<file path="src/rtl/aes256_pkg.sv">
// aes256_pkg: constants and types shared by the AES-256 round controller,
// the state demux and the round datapath.
//   N          - state width in bytes
//   NROUNDS    - rounds after the initial AddRoundKey (last one skips MixColumns)
//   ADDR_W     - round address width
//   ctrl_state_t - round controller states
package aes256_pkg;

   localparam int unsigned N       = 16;
   localparam int unsigned NROUNDS = 14;
   localparam int unsigned ADDR_W  = 4;

   // Address of the final round, and of the last full round before it
   localparam logic [ADDR_W-1:0] ADDR_FINAL = ADDR_W'(NROUNDS);
   localparam logic [ADDR_W-1:0] ADDR_LAST_FULL = ADDR_W'(NROUNDS - 1);

   typedef enum logic [2:0] {
      IDLE  = 3'd0,
      LOAD  = 3'd1,
      ROUND = 3'd2,
      FINAL = 3'd3,
      HOLD  = 3'd4
   } ctrl_state_t;

endpackage

</file>
<file path="src/rtl/aes256_round_ctrl.sv">
// aes256_round_ctrl: sequences the shared AES-256 round hardware through the
// initial AddRoundKey, 13 full rounds and the final round, pacing each step on
// the key-expansion handshake and holding the ciphertext until accepted.
// Ports:
//   clk, rst         - clock (rising edge), asynchronous active-high reset
//   start            - begin encryption (sampled only in IDLE)
//   key_valid        - round key for round_addr is available this cycle
//   out_ready        - consumer accepts the ciphertext
//   busy             - controller is not IDLE
//   round_addr       - current round index 0..14 (demux + key index)
//   key_req          - request round key for round_addr
//   load_sel         - select plaintext as datapath input
//   round_en         - capture a full-round result into the state register
//   final_en         - capture the final-round result into the output register
//   out_valid        - ciphertext valid and held
//   done             - one-cycle pulse on the output handshake
// Outputs decode combinationally from the registered state/round_addr and the
// current inputs.
module aes256_round_ctrl
   import aes256_pkg::*;
(
   input  logic              clk,
   input  logic              rst,
   input  logic              start,
   input  logic              key_valid,
   input  logic              out_ready,
   output logic              busy,
   output logic [ADDR_W-1:0] round_addr,
   output logic              key_req,
   output logic              load_sel,
   output logic              round_en,
   output logic              final_en,
   output logic              out_valid,
   output logic              done
);

   ctrl_state_t       state_q, state_d;
   logic [ADDR_W-1:0] addr_q, addr_d;

   // State and round counter
   always_ff @(posedge clk or posedge rst) begin
      if (rst) begin
         state_q <= IDLE;
         addr_q  <= '0;
      end else begin
         state_q <= state_d;
         addr_q  <= addr_d;
      end
   end

   // Next state, round counter advance and output decode
   always_comb begin
      state_d   = state_q;
      addr_d    = addr_q;
      key_req   = 1'b0;
      load_sel  = 1'b0;
      round_en  = 1'b0;
      final_en  = 1'b0;
      out_valid = 1'b0;
      done      = 1'b0;

      unique case (state_q)
         IDLE: begin
            addr_d = '0;
            if (start) state_d = LOAD;
         end
         LOAD: begin
            key_req  = 1'b1;
            load_sel = 1'b1;
            if (key_valid) begin
               round_en = 1'b1;
               addr_d   = ADDR_W'(1);
               state_d  = ROUND;
            end
         end
         ROUND: begin
            key_req = 1'b1;
            if (key_valid) begin
               round_en = 1'b1;
               // Leaving the last full round lands exactly on the final address
               if (addr_q == ADDR_LAST_FULL) begin
                  addr_d  = ADDR_FINAL;
                  state_d = FINAL;
               end else begin
                  addr_d = addr_q + ADDR_W'(1);
               end
            end
         end
         FINAL: begin
            key_req = 1'b1;
            if (key_valid) begin
               final_en = 1'b1;
               state_d  = HOLD;
            end
         end
         HOLD: begin
            out_valid = 1'b1;
            if (out_ready) begin
               done    = 1'b1;
               addr_d  = '0;
               state_d = IDLE;
            end
         end
         default: begin
            state_d = IDLE;
            addr_d  = '0;
         end
      endcase
   end

   assign busy       = (state_q != IDLE);
   assign round_addr = addr_q;

endmodule
</file>
<file path="config.mk">
export PLATFORM = sky130hd
export DESIGN_NAME = aes256_round_ctrl
export DESIGN_NICKNAME = d
export VERILOG_FILES = /design/src/rtl/aes256_pkg.sv /design/src/rtl/aes256_round_ctrl.sv
export SDC_FILE = /design/constraint.sdc
export NUM_CORES = 1
export LEC_CHECK = 0
export CORE_AREA = 2 2 39 41
export CTS_CLUSTER_SIZE = 40
export DETAILED_ROUTE_END_ITERATION = 10
export DIE_AREA = 0 0 41 43
export PLACE_DENSITY = 0.66
export SETUP_SLACK_MARGIN = 0.2
export SYNTH_ARGS = -nofsm -noshare
export SYNTH_HDL_FRONTEND = slang
export SYNTH_SLANG_ARGS = --single-unit
</file>
<file path="constraint.sdc">
create_clock -name clk -period 3.9 [get_ports clk]
set_clock_uncertainty 0.2 [all_clocks]
set_input_delay 0.78 -clock clk [delete_from_list [all_inputs] [get_ports clk]]
set_output_delay 0.78 -clock clk [all_outputs]
set_load 0.01 [all_outputs]
</file>
**Word level (Yosys, flattened, before mapping)**

Index checks and enable logic that the tools add are counted.
Widths: inputs -> output; s select.

- Muxes and demuxes: 20
- Reduce and logical (&&, ||, !) cells: 6
- Eq/ne operators: 11
- Bitwise gates (word level): 1
- $add $sub $neg: 1

Operators by type and width:

| operator | count |
|---|---|
| $mux 3 | 6 |
| $mux 4 | 4 |
| $pmux 4 s4 | 1 |
| $pmux 3 s5 | 1 |
| $ne 2x2->1 const B | 6 |
| $mux 1 | 8 |
| $eq 3x2->1 const B | 2 |
| $reduce_and 6->1 | 1 |
| $add 4x1->4 const B | 1 |
| $eq 4x4->1 const B | 1 |
| $reduce_and 4->1 | 1 |
| $eq 3x1->1 const B | 1 |
| $eq 3x3->1 const B | 1 |
| $logic_not 3->1 | 1 |
| $reduce_bool 3->1 | 1 |
| $reduce_or 3->1 | 1 |
| $reduce_or 2->1 | 1 |
| $not 1->1 | 1 |

- Input bits: 5
- Bits in registers: 7
- Logic and storage cells: 41

**Depth between registers and ports, before layout**

Gate-level depths: netlist of the first run.

- Word-level depth: 4
- Mapped depth: 6
- Mapped depth without buffers: 6

**Least setup slack after synthesis of the first run**

OpenSTA, ideal clock, no wires.

- Path kind: input to output
- Start: input key_valid
- End: output final_en
- Data required time: 2.920 ns
- Path buffers: 0
- Stages: 2
- Arrival: 1.100 ns
- Slack: 1.820 ns
- Cells stage by stage: nand2b_4 > nor3_1

- Cells in the longest elaborated chain, start to end: 2

Ends and longest elaborated chain:

| item | line | text |
|---|---|---|
| start, declared | aes256_round_ctrl.sv:25 | `input logic key_valid,` |
| $mux 1 | aes256_round_ctrl.sv:91 | `if (key_valid) begin` |
| $mux 1 | aes256_round_ctrl.sv:62 | `unique case (state_q)` |
| end, declared | aes256_round_ctrl.sv:32 | `output logic final_en,` |

Every way passes these cells.

**Worst setup path after layout of the first run**

Same ends and word-level chain as after synthesis.

==> metrics, run 1 <==
PortBufs 15; root buffer cell clkbuf_4; Post-DP Area 644 um2; area leader, netlist dfrtp_1; Initial DRT Pass Iterations 3; via count 430; max_slew headroom 80.4%; CTS H-Tree Depth 1; Ant. Diodes 0; grt ovf 0; IO Pins 16; LEAKAGE 0.270 nW; dpl hpwl 792 um; CP Data Required Time 2.92 ns; overall power 0.463 mW; post-synth top area share 35.8%; status finished clean; number of global-route vias before repair 387; clock sink count 7; Warnings, synthesis 0; largest net degree at the start of global routing 10; FF+latch count, synth 7; Final setup viols 0; Post-Synthesis Cells 53; Die X 41 um; Post-synth top cells dfrtp_1 (7), nor2_1 (5), inv_1 (4), nand2_1 (4), nand3_1 (4); final wirelength 1020 um; Setup Crit Path Kind in2out; Max Buffers Root-to-Sink 2; Hold-fix buffers, CTS 0; hold crit path type reg2reg; final hold viol count 0; Max Clk Rate 319 MHz; Psw 0.191 mW; row count 14; Pint 0.272 mW; max cap viols 0; share of layout cells above drive strength 1 19.7%; initial antenna violation count 0; number of CTS-inserted buffers 3; ys flop type dfrtp_1; Worst Setup End Kind output port; post-synthesis instance area 489 um2; P per Cell Area 691 mW/mm2; vias per cell 4.94; switch share 41.2%; total nets after synthesis 60; die area 0.00176 mm2; Vert. Die Dim 43 um; NumNets Final 79; CP arrival 2.16 ns; min Tclk post-route 3.14 ns; synth top area cells dfrtp_1 (36%), ha_1 (5.1%), nand3_1 (4.1%); crit share post-route 80.5%; Seq pwr share 29.2%; GPL Wtd Cong 0.679; # Post-CTS Setup Buffers 0; Comb pwr share 56.9%; critical path peak fanout 5; Residual DRC 0; Seq/Total Area, Yosys 35.8%; count leader, synth dfrtp_1; Resized cells post-CTS 0; Netlist cell types 26; Initial Utilization 35.4%; Clock Power Share 14.0%; Final Max Slew Viols 0; Worst IR Drop VDD 356 uV; Worst Tran Pin Value 0.294 ns; unrepaired setup endpoints after global routing false; post-layout instance area 671 um2; Final ANT Viol Nets 0; Layout Area Growth over Synthesis 37.1%; CTS tree built; area of the core 0.00138 mm2; initial drt markers 5; first-pass GRT wire length 1650 um; EDFF count, synth 0; ys async rst share 100%; aggregate negative setup slack 0 ns; DR WL/cell 11.8 um; Startpoint Class input port; GRT Util Overall 14.2%; clock-pin slew on the worst setup and hold paths 0.05 ns; worst-skew pair later-pin latency 0.25 ns; syn avg cell area 9.23 um2
-- cells by family after synthesis --
kind of cell | synth area share (%)
adders and majority gates | 7.42
AOI/OAI and AO/OA | 22.5
DFF | 35.8
and+or+nand+nor | 24.8
buffers and inverters | 7.67
xor gates and xnor gates | 1.79
-- cell type report --
class | count | area (um2)
fillers | 148 | 713
multi-input cells | 39 | 277
flip-flops and latches | 7 | 175
repair buffers | 15 | 150
clock buffers | 4 | 26.3
inverters | 6 | 22.5
well taps | 16 | 20.0
-- placed cells by master, fill, tap and decap left out, drive strengths merged --
cell type and instances:
maj3 1, o31ai 2, nand3b 1, o21ai 2
ha 2, or2b 1, xnor2 1, and3 2
dfrtp 7, inv 6, nand2 4, nand3 4
nor2 5, o21a 1, a221oi 1, o32ai 1
clkbuf 4, a41oi 1, clkdlybuf4s50 15, a21oi 5
nand2b 3, nor3 2
-- per-layer routing --
layer | routed length, um | GRT usage, %
met2 | 494 | 21.3
met1 | 456 | 17.5
met4 | 0 | 4.00
met5 | 0 | 0
met3 | 74 | 6.81
-- per-stage QoR --
stage | setup slack, ns | util (%) | hold WS [ns] | instances
4_1_cts | 0.755 | 48.5 | 0.394 | 87
3_5_place_dp | 0.759 | 46.6 | 0.384 | 83
3_3_place_gp | 0.755 | 46.6 | 0.395 | 83
6_report | 0.762 | 48.5 | 0.389 | 87
2_1_floorplan | 1.82 | - | 0.332 | 53
5_1_grt | 0.699 | 48.5 | 0.422 | 87
-- path summary, 6_finish.rpt --
| kind | from | end | slack [ns] | cells after the start |
|---|---|---|---|---|
| worst max-delay path | key_valid | final_en | 0.76 | 4 |
| worst min-delay path | round_addr[3] | round_addr[3] | 0.39 | 2 |
| worst max register to register | round_addr[1] | state_q[0] | 2.28 | 5 |
| worst min register to register | round_addr[3] | round_addr[3] | 0.39 | 2 |
| max in group asynchronous | rst | round_addr[2] | 2.74 | 2 |
| min in group asynchronous | rst | state_q[2] | 0.55 | 2 |
-- worst max-delay path, cell delays in order --
cell             delay, ns
clkdlybuf4s50_1       0.60
nand2b_4              0.10
nor3_1                0.13
clkdlybuf4s50_1       0.55
-- flip-flops by register name, summed over array words and instances, names as in the netlist --
register	flops
round_addr	4
state_q	3
-- power by group through the flow --
stage | registers [mW] | logic (mW) | clock network (mW)
floorplan | 0.127 | 0.176 | 0
global placement | 0.137 | 0.262 | 0
detailed placement | 0.136 | 0.265 | 0
CTS | 0.136 | 0.267 | 0.0690
global route | 0.143 | 0.290 | 0.0741
finish | 0.135 | 0.263 | 0.0647
(Power assumes the default switching activity.)
==> run 2, diff against run 1 <==
==> constraint.sdc (replaced) <==
create_clock -name clk -period 3.3 [get_ports clk]
set_clock_uncertainty 0.2 [all_clocks]
set_input_delay 0.66 -clock clk [delete_from_list [all_inputs] [get_ports clk]]
set_output_delay 0.66 -clock clk [all_outputs]
set_load 0.01 [all_outputs]
==> metrics, run 2 (same netlist as run 1, synthesis figures left out) <==
status finished clean; Hold-fix buffers, CTS 0 (unchanged); clock-pin slew on the worst setup and hold paths 0.04 ns (about the same); NumNets Final 79 (unchanged); Initial Utilization 35.4% (unchanged); Resized cells post-CTS 0 (unchanged); crit share post-route 88.4%; P per Cell Area 815 mW/mm2 (+18%); Startpoint Class input port; worst-skew pair later-pin latency 0.25 ns (about the same); CP arrival 2.06 ns (-0.10 ns); initial drt markers 11 (+6); Worst IR Drop VDD 378 uV (+6.4%); root buffer cell clkbuf_4; aggregate negative setup slack 0 ns (unchanged); unrepaired setup endpoints after global routing false; clock sink count 7 (unchanged); CP top delay family buffers and inverters; hold crit path type reg2reg; max incr delay on CP 0.61 ns (about the same); most frequent cells in the layout clkdlybuf4s50_1 (15), dfrtp_1 (7), nor2_1 (5); IO Pins 16 (unchanged); Residual DRC 0 (unchanged); row count 14 (unchanged); die area 0.00176 mm2 (unchanged); share of layout cells above drive strength 1 19.7% (unchanged); final hold viol count 0 (unchanged); dpl hpwl 786 um (-0.76%); Multi-input gate area 277 um2 (unchanged); number of CTS-inserted buffers 3 (unchanged); Post-DP Area 644 um2 (unchanged); largest net degree at the start of global routing 10 (unchanged); Worst Setup End Kind output port; Fill cells 143 (-3.4%); Hold Slack 0.399 ns (+0.0104 ns); PortBufs 15 (unchanged); slowest cell on the critical path clkdlybuf4s50_1; Initial DRT Pass Iterations 4 (+1); grt ovf 0 (unchanged); Ant. Diodes 0 (unchanged); GPL Wtd Cong 0.679 (about the same); Final Max Slew Viols 0 (unchanged); vias per cell 5.02 (+1.6%); first-pass GRT wire length 1740 um (+5.4%); top layer in use met4; Max Clk Rate 343 MHz; Max Buffers Root-to-Sink 2 (unchanged); Reg area 175 um2 (unchanged); WL met3 103 um (+39%); Top cell by count, worst path clkdlybuf4s50_1; cells along the critical path clkdlybuf4s50_1 -> nand2b_4 -> nor3_1 -> clkdlybuf4s50_1; # Post-CTS Setup Buffers 0 (unchanged); final wirelength 1050 um (+2.2%); critical path peak fanout 5 (unchanged); wl on met1 449 um (-1.5%); WP buf/inv 2 (unchanged); max_slew headroom 81.1% (+0.72 points); Final ANT Viol Nets 0 (unchanged); min Tclk post-route 2.92 ns; Met2 Routed Length 486 um (-1.6%); GRT Util Overall 15.1% (+0.88 points); CTS H-Tree Depth 1 (unchanged); area of the core 0.00138 mm2 (unchanged); number of global-route vias before repair 372 (-3.9%); post-layout instance area 671 um2 (unchanged); LEAKAGE 0.270 nW (unchanged); max cap viols 0 (unchanged); initial antenna violation count 0 (unchanged); CP Data Required Time 2.44 ns (-0.48 ns); Setup Crit Path Kind in2out; Vert. Die Dim 43 um (unchanged); DR WL/cell 12.0 um (+2.2%); Layout Area Growth over Synthesis 37.1% (unchanged); Final setup viols 0 (unchanged); via count 437 (+1.6%); max reg flops 4 (unchanged); most common cell after layout, fill and taps aside clkdlybuf4s50_1; Die X 41 um (unchanged); CTS tree built; Worst Tran Pin Value 0.281 ns (-0.0132 ns); fin util 48.5% (unchanged)
run 2: cell counts in the layout (fill, tap and decap cells not counted):
No cell type changed its count.
run 2: routing by layer:
metal	track usage, %	up-vias
li1	-	221
met1	18.4	196
met2	21.3	18
met3	9.95	2
met4	4.00	0
met5	0	-
run 2: worst register-to-register path: cells and delay by family, from the launching register on:
family	cells	cell delay, ns
AO/OA/AOI/OAI	2	0.28
adder cells (fa/ha/maj)	1	0.21
buffers and inverters	1	0.09
flip-flops	1	0.42
AND/OR/NAND/NOR	2	0.31
run 2: final timing paths:
check	from	end	slack, ns	cells after the start
worst min register to register	round_addr[3]	round_addr[3]	0.40	2
worst max-delay path	key_valid	final_en	0.38	4
worst min-delay path	round_addr[3]	round_addr[3]	0.40	2
min in group asynchronous	rst	state_q[2]	0.43	2
max in group asynchronous	rst	round_addr[3]	2.26	2
worst max register to register	round_addr[1]	round_addr[0]	1.72	6
run 2: per-stage QoR:
step                      setup WS [ns]  instances  power, mW
after floorplan                    1.46         53      0.358
after global placement            0.395         83      0.472
after global routing              0.329         87      0.594
after detailed placement          0.389         83      0.472
after CTS                         0.376         87      0.553
final                             0.382         87      0.547
run 2: power breakdown:
part           leakage, nW  total (mW)  switching (mW)  internal (mW)
sequential          0.0922       0.162          0.0499          0.112
clock               0.0150      0.0750          0.0290         0.0460
combinational        0.163       0.310           0.146          0.164
run 2: cell type report:
cell class | count | share of cell area (%)
Clock buffer | 4 | 3.92
Inverter | 6 | 3.36
Multi-Input combinational cell | 39 | 41.2
Sequential cell | 7 | 26.1
Tap cell | 16 | 2.99
Timing Repair Buffer | 15 | 22.4
